==> config.mk <==
export PLATFORM = sky130hd
export DESIGN_NAME = sargantana_icache_ifill_unit
export DESIGN_NICKNAME = d
export VERILOG_FILES = /design/src/rtl/sargantana_icache_ifill_unit.sv
export SDC_FILE = /design/constraint.sdc
export NUM_CORES = 1
export LEC_CHECK = 0
export ABC_AREA = 1
export CORE_AREA = 4 4 218 220
export CTS_CLUSTER_SIZE = 24
export DETAILED_ROUTE_END_ITERATION = 10
export DIE_AREA = 0 0 222 224
export GPL_TIMING_DRIVEN = 0
export HOLD_SLACK_MARGIN = 0.06
export SYNTH_ARGS = -nofsm -noshare
export SYNTH_HDL_FRONTEND = slang
export SYNTH_SLANG_ARGS = --single-unit
==> constraint.sdc <==
create_clock -name clk_i -period 4.1 [get_ports clk_i]
set_input_delay 0.615 -clock clk_i [delete_from_list [all_inputs] [get_ports clk_i]]
set_output_delay 0.615 -clock clk_i [all_outputs]
set_load 0.01 [all_outputs]
==> src/rtl/sargantana_icache_ifill_unit.sv <==
// Instruction-cache refill engine: issues one line fill to L2, assembles the
// response beats, and merges L2 invalidations onto the single fill response.

module sargantana_icache_ifill_slot #(
    parameter int W = 128
) (
    input  logic         clk_i,
    input  logic         rstn_i,
    input  logic         we_i,
    input  logic [W-1:0] d_i,
    output logic [W-1:0] q_o
);
    logic [W-1:0] r_q;

    always_ff @(posedge clk_i or negedge rstn_i) begin
        if (!rstn_i)   r_q <= '0;
        else if (we_i) r_q <= d_i;
    end

    assign q_o = r_q;
endmodule

module sargantana_icache_ifill_unit #(
    parameter int  PADDR_WIDTH = 40,
    parameter int  LINE_BITS   = 256,
    parameter int  BEAT_BITS   = 128,
    parameter int  N_WAY       = 4,
    localparam int N_BEATS     = LINE_BITS / BEAT_BITS,
    localparam int BEAT_W      = $clog2(N_BEATS),
    localparam int WAY_W       = $clog2(N_WAY)
) (
    input  logic                   clk_i,
    input  logic                   rstn_i,
    input  logic                   req_valid_i,
    input  logic [PADDR_WIDTH-1:0] req_paddr_i,
    input  logic [WAY_W-1:0]       req_way_i,
    input  logic                   req_kill_i,
    output logic                   l2_req_valid_o,
    input  logic                   l2_req_ready_i,
    output logic [PADDR_WIDTH-1:0] l2_req_paddr_o,
    input  logic                   l2_resp_valid_i,
    input  logic [BEAT_W-1:0]      l2_resp_beat_i,
    input  logic [BEAT_BITS-1:0]   l2_resp_data_i,
    input  logic                   l2_inv_valid_i,
    input  logic [PADDR_WIDTH-1:0] l2_inv_paddr_i,
    output logic                   l2_inv_ready_o,
    output logic                   ifill_valid_o,
    output logic                   ifill_inv_valid_o,
    output logic [PADDR_WIDTH-1:0] ifill_inv_paddr_o,
    output logic [LINE_BITS-1:0]   ifill_data_o,
    output logic [WAY_W-1:0]       ifill_way_o,
    output logic                   busy_o
);
    typedef enum logic [2:0] {
        S_IDLE    = 3'd0,
        S_SEND    = 3'd1,
        S_WAIT    = 3'd2,
        S_DRAIN   = 3'd3,
        S_DELIVER = 3'd4
    } state_e;

    state_e                 r_state, w_state_n;
    logic [BEAT_W-1:0]      r_cnt, w_cnt_n;
    logic                   r_kill, w_kill_n;
    logic [PADDR_WIDTH-1:0] r_paddr;
    logic [WAY_W-1:0]       r_way;
    logic                   r_inv_pending;
    logic [PADDR_WIDTH-1:0] r_inv_paddr;

    logic                   w_accept;
    logic                   w_last;
    logic                   w_inv_acc;
    logic [N_BEATS-1:0][BEAT_BITS-1:0] w_line;

    assign w_accept  = (r_state == S_IDLE) && req_valid_i && !req_kill_i;
    assign w_last    = l2_resp_valid_i && (r_cnt == BEAT_W'(N_BEATS-1));
    assign w_inv_acc = l2_inv_valid_i && !r_inv_pending;

    // Only WAIT captures data; beats consumed in DRAIN never touch the buffer.
    genvar g;
    generate
        for (g = 0; g < N_BEATS; g++) begin : g_slot
            logic w_we;
            assign w_we = (r_state == S_WAIT) && l2_resp_valid_i &&
                          (l2_resp_beat_i == BEAT_W'(g));
            sargantana_icache_ifill_slot #(.W(BEAT_BITS)) u_slot (
                .clk_i  (clk_i),
                .rstn_i (rstn_i),
                .we_i   (w_we),
                .d_i    (l2_resp_data_i),
                .q_o    (w_line[g])
            );
        end
    endgenerate

    always_comb begin
        w_state_n = r_state;
        w_cnt_n   = r_cnt;
        w_kill_n  = r_kill;
        case (r_state)
            S_IDLE: begin
                if (w_accept) w_state_n = S_SEND;
            end
            S_SEND: begin
                if (req_kill_i) w_kill_n = 1'b1;
                if (l2_req_ready_i)
                    w_state_n = (r_kill || req_kill_i) ? S_DRAIN : S_WAIT;
            end
            S_WAIT: begin
                if (l2_resp_valid_i) w_cnt_n = r_cnt + 1'b1;
                // A kill alongside the final beat drops the line outright.
                if (w_last) begin
                    w_cnt_n   = '0;
                    w_state_n = req_kill_i ? S_IDLE : S_DELIVER;
                end else if (req_kill_i) begin
                    w_state_n = S_DRAIN;
                end
            end
            S_DRAIN: begin
                if (l2_resp_valid_i) w_cnt_n = r_cnt + 1'b1;
                if (w_last) begin
                    w_cnt_n   = '0;
                    w_state_n = S_IDLE;
                end
            end
            S_DELIVER: begin
                if (!r_inv_pending) w_state_n = S_IDLE;
            end
            default: w_state_n = S_IDLE;
        endcase
        if (w_state_n == S_IDLE) w_kill_n = 1'b0;
    end

    always_ff @(posedge clk_i or negedge rstn_i) begin
        if (!rstn_i) begin
            r_state <= S_IDLE;
            r_cnt   <= '0;
            r_kill  <= 1'b0;
            r_paddr <= '0;
            r_way   <= '0;
        end else begin
            r_state <= w_state_n;
            r_cnt   <= w_cnt_n;
            r_kill  <= w_kill_n;
            if (w_accept) begin
                r_paddr <= req_paddr_i;
                r_way   <= req_way_i;
            end
        end
    end

    // Pending entry lives exactly one cycle: it is the response slot itself.
    always_ff @(posedge clk_i or negedge rstn_i) begin
        if (!rstn_i) begin
            r_inv_pending <= 1'b0;
            r_inv_paddr   <= '0;
        end else begin
            r_inv_pending <= w_inv_acc;
            if (w_inv_acc) r_inv_paddr <= l2_inv_paddr_i;
        end
    end

    assign l2_req_valid_o    = (r_state == S_SEND);
    assign l2_req_paddr_o    = r_paddr;
    assign l2_inv_ready_o    = !r_inv_pending;
    assign ifill_valid_o     = r_inv_pending || (r_state == S_DELIVER);
    assign ifill_inv_valid_o = r_inv_pending;
    assign ifill_inv_paddr_o = r_inv_paddr;
    assign ifill_data_o      = w_line;
    assign ifill_way_o       = r_way;
    assign busy_o            = (r_state != S_IDLE);
endmodule

**Word level (Yosys, flattened, before mapping)**

Cells that the tools add are included.

- Logic and storage cells: 49
- Output and inout port bits: 343
- Register bits after elaboration: 344
- Input bits: 218

- Multiplexer cells: 14
- Bitwise gates (word level): 1
- Equality and inequality tests: 4
- Reductions and logical operators: 20
- Add/sub/neg operators: 1

Operators by type and width:

| operator | count |
|---|---|
| $mux W3 | 7 |
| $pmux W3 S5 | 1 |
| $logic_and A1 B1 Y1 | 7 |
| $eq A3 B2 Y1 const B | 2 |
| $logic_not A3 Y1 | 2 |
| $mux W1 | 6 |
| $reduce_bool A2 Y1 | 3 |
| $reduce_and A2 Y1 | 2 |
| $eq A3 B1 Y1 const B | 1 |
| $eq A3 B3 Y1 const B | 1 |
| $reduce_bool A3 Y1 | 1 |
| $logic_not A1 Y1 | 2 |
| $logic_or A1 B1 Y1 | 2 |
| $reduce_or A2 Y1 | 1 |
| $add A1 B1 Y1 const B | 1 |
| $not A1 Y1 | 1 |

**Logic depth before layout (Yosys ltp)**

- Word-level depth: 8
- Depth in mapped cells: 9
- Mapped depth without buffers: 7

**Hierarchy**

From an unflattened synthesis, not the netlist that was laid out.

- Cells, all modules: 1477
- Area total of the unflattened synthesis: 13461.7 sq um

Modules (own cells, without submodules):

| module | cells each | sequential area each (sq um) | area each (sq um) | instances |
|---|---|---|---|---|
| sargantana_icache_ifill_slot | 541 | 3203.1 | 4959.8 | 2 |
| sargantana_icache_ifill_unit | 395 | 2202.1 | 3542.1 | 1 |

**Least setup slack after synthesis**

OpenSTA, ideal clock, no wires.

- Kind: input -> register
- From: in req_kill_i
- To: reg r_paddr[10], in the netlist l2_req_paddr_o[10]
- Path slack: 2.688 ns
- Arrival time: 1.282 ns
- Setup time: 0.130 ns
- Stages: 6
- Buffers on the path: 2
- Required time: 3.970 ns
- Path through: nor2_1 nand3_1 buf_2 buf_2 nand2_1 o21ai_0

- Word-level cells in the longest chain between the ends: 2

RTL lines:

| what | line | text |
|---|---|---|
| start, declared | 37 | `input logic req_kill_i,` |
| $logic_not A1 Y1 | 75 | `assign w_accept = (r_state == S_IDLE) && req_valid_i && !req_kill_i;` |
| $logic_and A1 B1 Y1 | 75 |  |
| end signal, assigned | 146 | `r_paddr <= req_paddr_i;` |
| end, declared | 65 | `logic [PADDR_WIDTH-1:0] r_paddr;` |

Every way passes these cells.
A chain may end at the register's enable or synchronous reset.

**Worst setup path in the final report**

- From: reg r_state[2]
- To: out l2_req_valid_o

- Word-level cells in the longest chain between the ends: 1

RTL lines:

| what | line | text |
|---|---|---|
| start, declared | 62 | `state_e r_state, w_state_n;` |
| start signal, assigned | 142 | `r_state <= w_state_n;` |
| $eq A3 B1 Y1 | 163 | `assign l2_req_valid_o = (r_state == S_SEND);` |
| end, declared | 38 | `output logic l2_req_valid_o,` |

Every way passes these cells.

==> results.md <==
- Status: finished, final reports clean
- Buffers on Ports: 560
- Crit path capture type: output port
- Power Density: 770 mW/mm^2
- Layout cells sized above 1: 0.0672
- CTS tree: built
- Slew Viols, Final: 0
- CP required: 3.48 ns
- Worst Hold Class: reg2reg
- Std cell rows: 78
- RSZ-0062 raised after global routing: false
- Syn-to-layout area delta: 59.9%
- Syn nets: 1564
- Ports: 561
- RD Place Congestion: 0.827
- Most frequent cells in the layout: 559 x clkdlybuf4s50_1, 431 x nand2_1, 344 x dfrtp_1, 244 x o21ai_1, 177 x inv_1
- Detailed Route Iter0 Violations: 829
- VDD IR max: 0.374 mV
- Die outline width: 222 um
- Fillcell total: 4366
- Postcts setup bufs: 0
- Finish-stage setup viols: 0
- Skew-Pair Late Insertion Delay: 0.53 ns
- Leak pwr: 0.00992 uW
- Root Driver: clkbuf_16
- Most common cell after layout, fill and taps aside: clkdlybuf4s50_1
- Post-Syn Area: 0.0130 sq mm
- Die area: 0.0497 sq mm
- CP top delay family: buffers and inverters
- Final #Nets: 2169
- Sequential fraction of the synthesis area: 0.664
- Avg Cell Area, Syn: 9.62 sq um
- Minimum clock period: 2.59 ns
- Unique cell type count in the Yosys netlist: 18
- Critical path class: reg2out
- Overall routing resource usage: 0.191
- Arrival time at the worst endpoint: 1.97 ns
- Clock Pin Slew Worst Setup and Hold Paths: 0.06 ns
- CTS sink cnt: 344
- Remaining Overflow, GRT: 0
- Via density: 4.44
- Mapped Cells: 1346
- Final Hold Vio Count: 0
- Core area: 0.0453 sq mm
- Post-Place Worst Slack: 1.74 ns
- CTS H-tree lvls: 2
- Worst-Margin Slew: 0.548 ns
- Post-DP HPWL: 37.6 mm
- Initial Util: 0.286
- Max frequency: 386 MHz
- Synth warn: 0
- Top cell type's share of synthesized area: 0.664
- Initial antenna violation count: 5
- Top cell type by total area after synthesis: dfrtp_1
- DR WL/cell: 19.0 um
- Non-Filler Instances: 2582
- First-pass GRT wire length: 74.4 mm
- Initial DRT Pass Iterations: 5
- Post-Route WL: 49.0 mm
- Setup crit start kind: register
- Worst setup margin: 1.51 ns
- Vias in the first global route: 12000
- #FFs+latches synth: 344
- Worst Skew: 0.00945 ns
- Number of routed nets with antenna violations: 0
- Max stage delay on crit path: 0.61 ns
- Number of gates resized after CTS: 0
- Final worst-path cycle share: 0.632
- Inst Count DP: 2509
- Worst slew margin: 0.635
- DIE HEIGHT: 224 um
- Largest net degree at the start of global routing: 105
- Worst-path fanout max: 5
- DR vias: 11500
- Clock Tree Buf Depth: 3
- MaxCap Viol Count: 0
- Cts bufs inserted: 39
- DRC violations left: 0
- Worst hold slack: 0.474 ns
- CP max stage cell: clkdlybuf4s50_1
- Area contributors post-synth: dfrtp_1 66%, nand2_1 12%, o21ai_1 9.4%, inv_1 5.1%, o21ai_0 2.1%
- CP Cell Sequence: inv_1, nand2_1, nor2_1, clkdlybuf4s50_1
- Worst path bufs/invs: 2
worst paths after layout:
kind,startpoint,to,slack [ns],cells past startpoint
hold / removal,r_cnt,r_cnt,0.47,1
hold reg to reg,r_cnt,r_cnt,0.47,1
max in group asynchronous,rstn_i,g_slot[0].u_slot.q_o[58],2.15,4
setup / recovery,r_state[2],l2_req_valid_o,1.51,4
min in group asynchronous,rstn_i,l2_req_paddr_o[19],0.59,2
setup reg to reg,r_state[2],g_slot[0].u_slot.q_o[8],2.28,8
cells in the mapped netlist:
cell type and n:
inv_1 177, nand4_1 1, buf_4 12, buf_2 37, clkbuf_1 11, inv_2 1
a21oi_1 2, o21ai_1 244, buf_1 2, dfrtp_1 344, nand2_2 3, xnor2_1 1
nand2_1 431, buf_6 11, nor2_4 2, nor2_1 8, o21ai_0 54, nand3_1 5
cell families (layout without fill, tap and decap cells):
| logic type | count (synthesis) | count (layout) | share of synthesized area |
|---|---|---|---|
| simple gates | 450 | 450 | 0.133 |
| flops | 344 | 344 | 0.664 |
| compound gates | 300 | 300 | 0.116 |
| buf+inv | 251 | 884 | 0.0862 |
| xor+xnor | 1 | 1 | 0.000676 |
| other cells | 0 | 3 | 0 |
power by group:
part / switching [uW] / leakage [uW] / internal (uW)
Sequential: 919 / 0.00429 / 4950
Clock: 1400 / 0.000645 / 2110
Combinational: 3010 / 0.00498 / 3560
Total: 5330 / 0.00992 / 10600
area by class of cell:
cell class / instances / area [sq um] / area share
flip-flops and latches: 344 / 8610 / 0.416
clock buffers: 56 / 1170 / 0.0566
plain buffers: 73 / 448 / 0.0216
well taps: 600 / 751 / 0.0362
clock inverters: 13 / 125 / 0.00604
multi-input cells: 751 / 3230 / 0.156
inverters: 178 / 668 / 0.0323
diodes: 3 / 7.51 / 0.000362
repair buffers: 564 / 5700 / 0.275
routing by layer:
metal,global-route usage,vias to the layer above,wire (um)
met5,0,-,27
met4,0.0478,4,1130
met3,0.0726,65,4760
met2,0.325,460,23700
met1,0.231,5527,19400
li1,-,5400,-
flip-flops by register name, indices dropped and copies added, names as in the netlist:
name	count
g_slot.u_slot.q_o	256
ifill_inv_paddr_o	40
ifill_inv_valid_o	1
ifill_way_o	2
l2_req_paddr_o	40
r_cnt	1
r_kill	1
r_state	3
stage by stage:
step | area (sq um) | setup TNS [ns] | total power [uW] | utilization
2_1_floorplan | 13000 | 0 | 8140 | -
3_3_place_gp | 19300 | -4364.71 | 12500 | 0.426
3_5_place_dp | 19400 | 0 | 12600 | 0.428
4_1_cts | 20700 | 0 | 16200 | 0.457
5_1_grt | 20700 | 0 | 16900 | 0.457
6_report | 20700 | 0 | 16000 | 0.457
timing repair:
item	4_1_cts	5_1_grt
hold endpoints to repair	55	0
setup endpoints to repair	0	0
hold buffers	1	0
No activity file was read; power rests on OpenSTA's default activity.
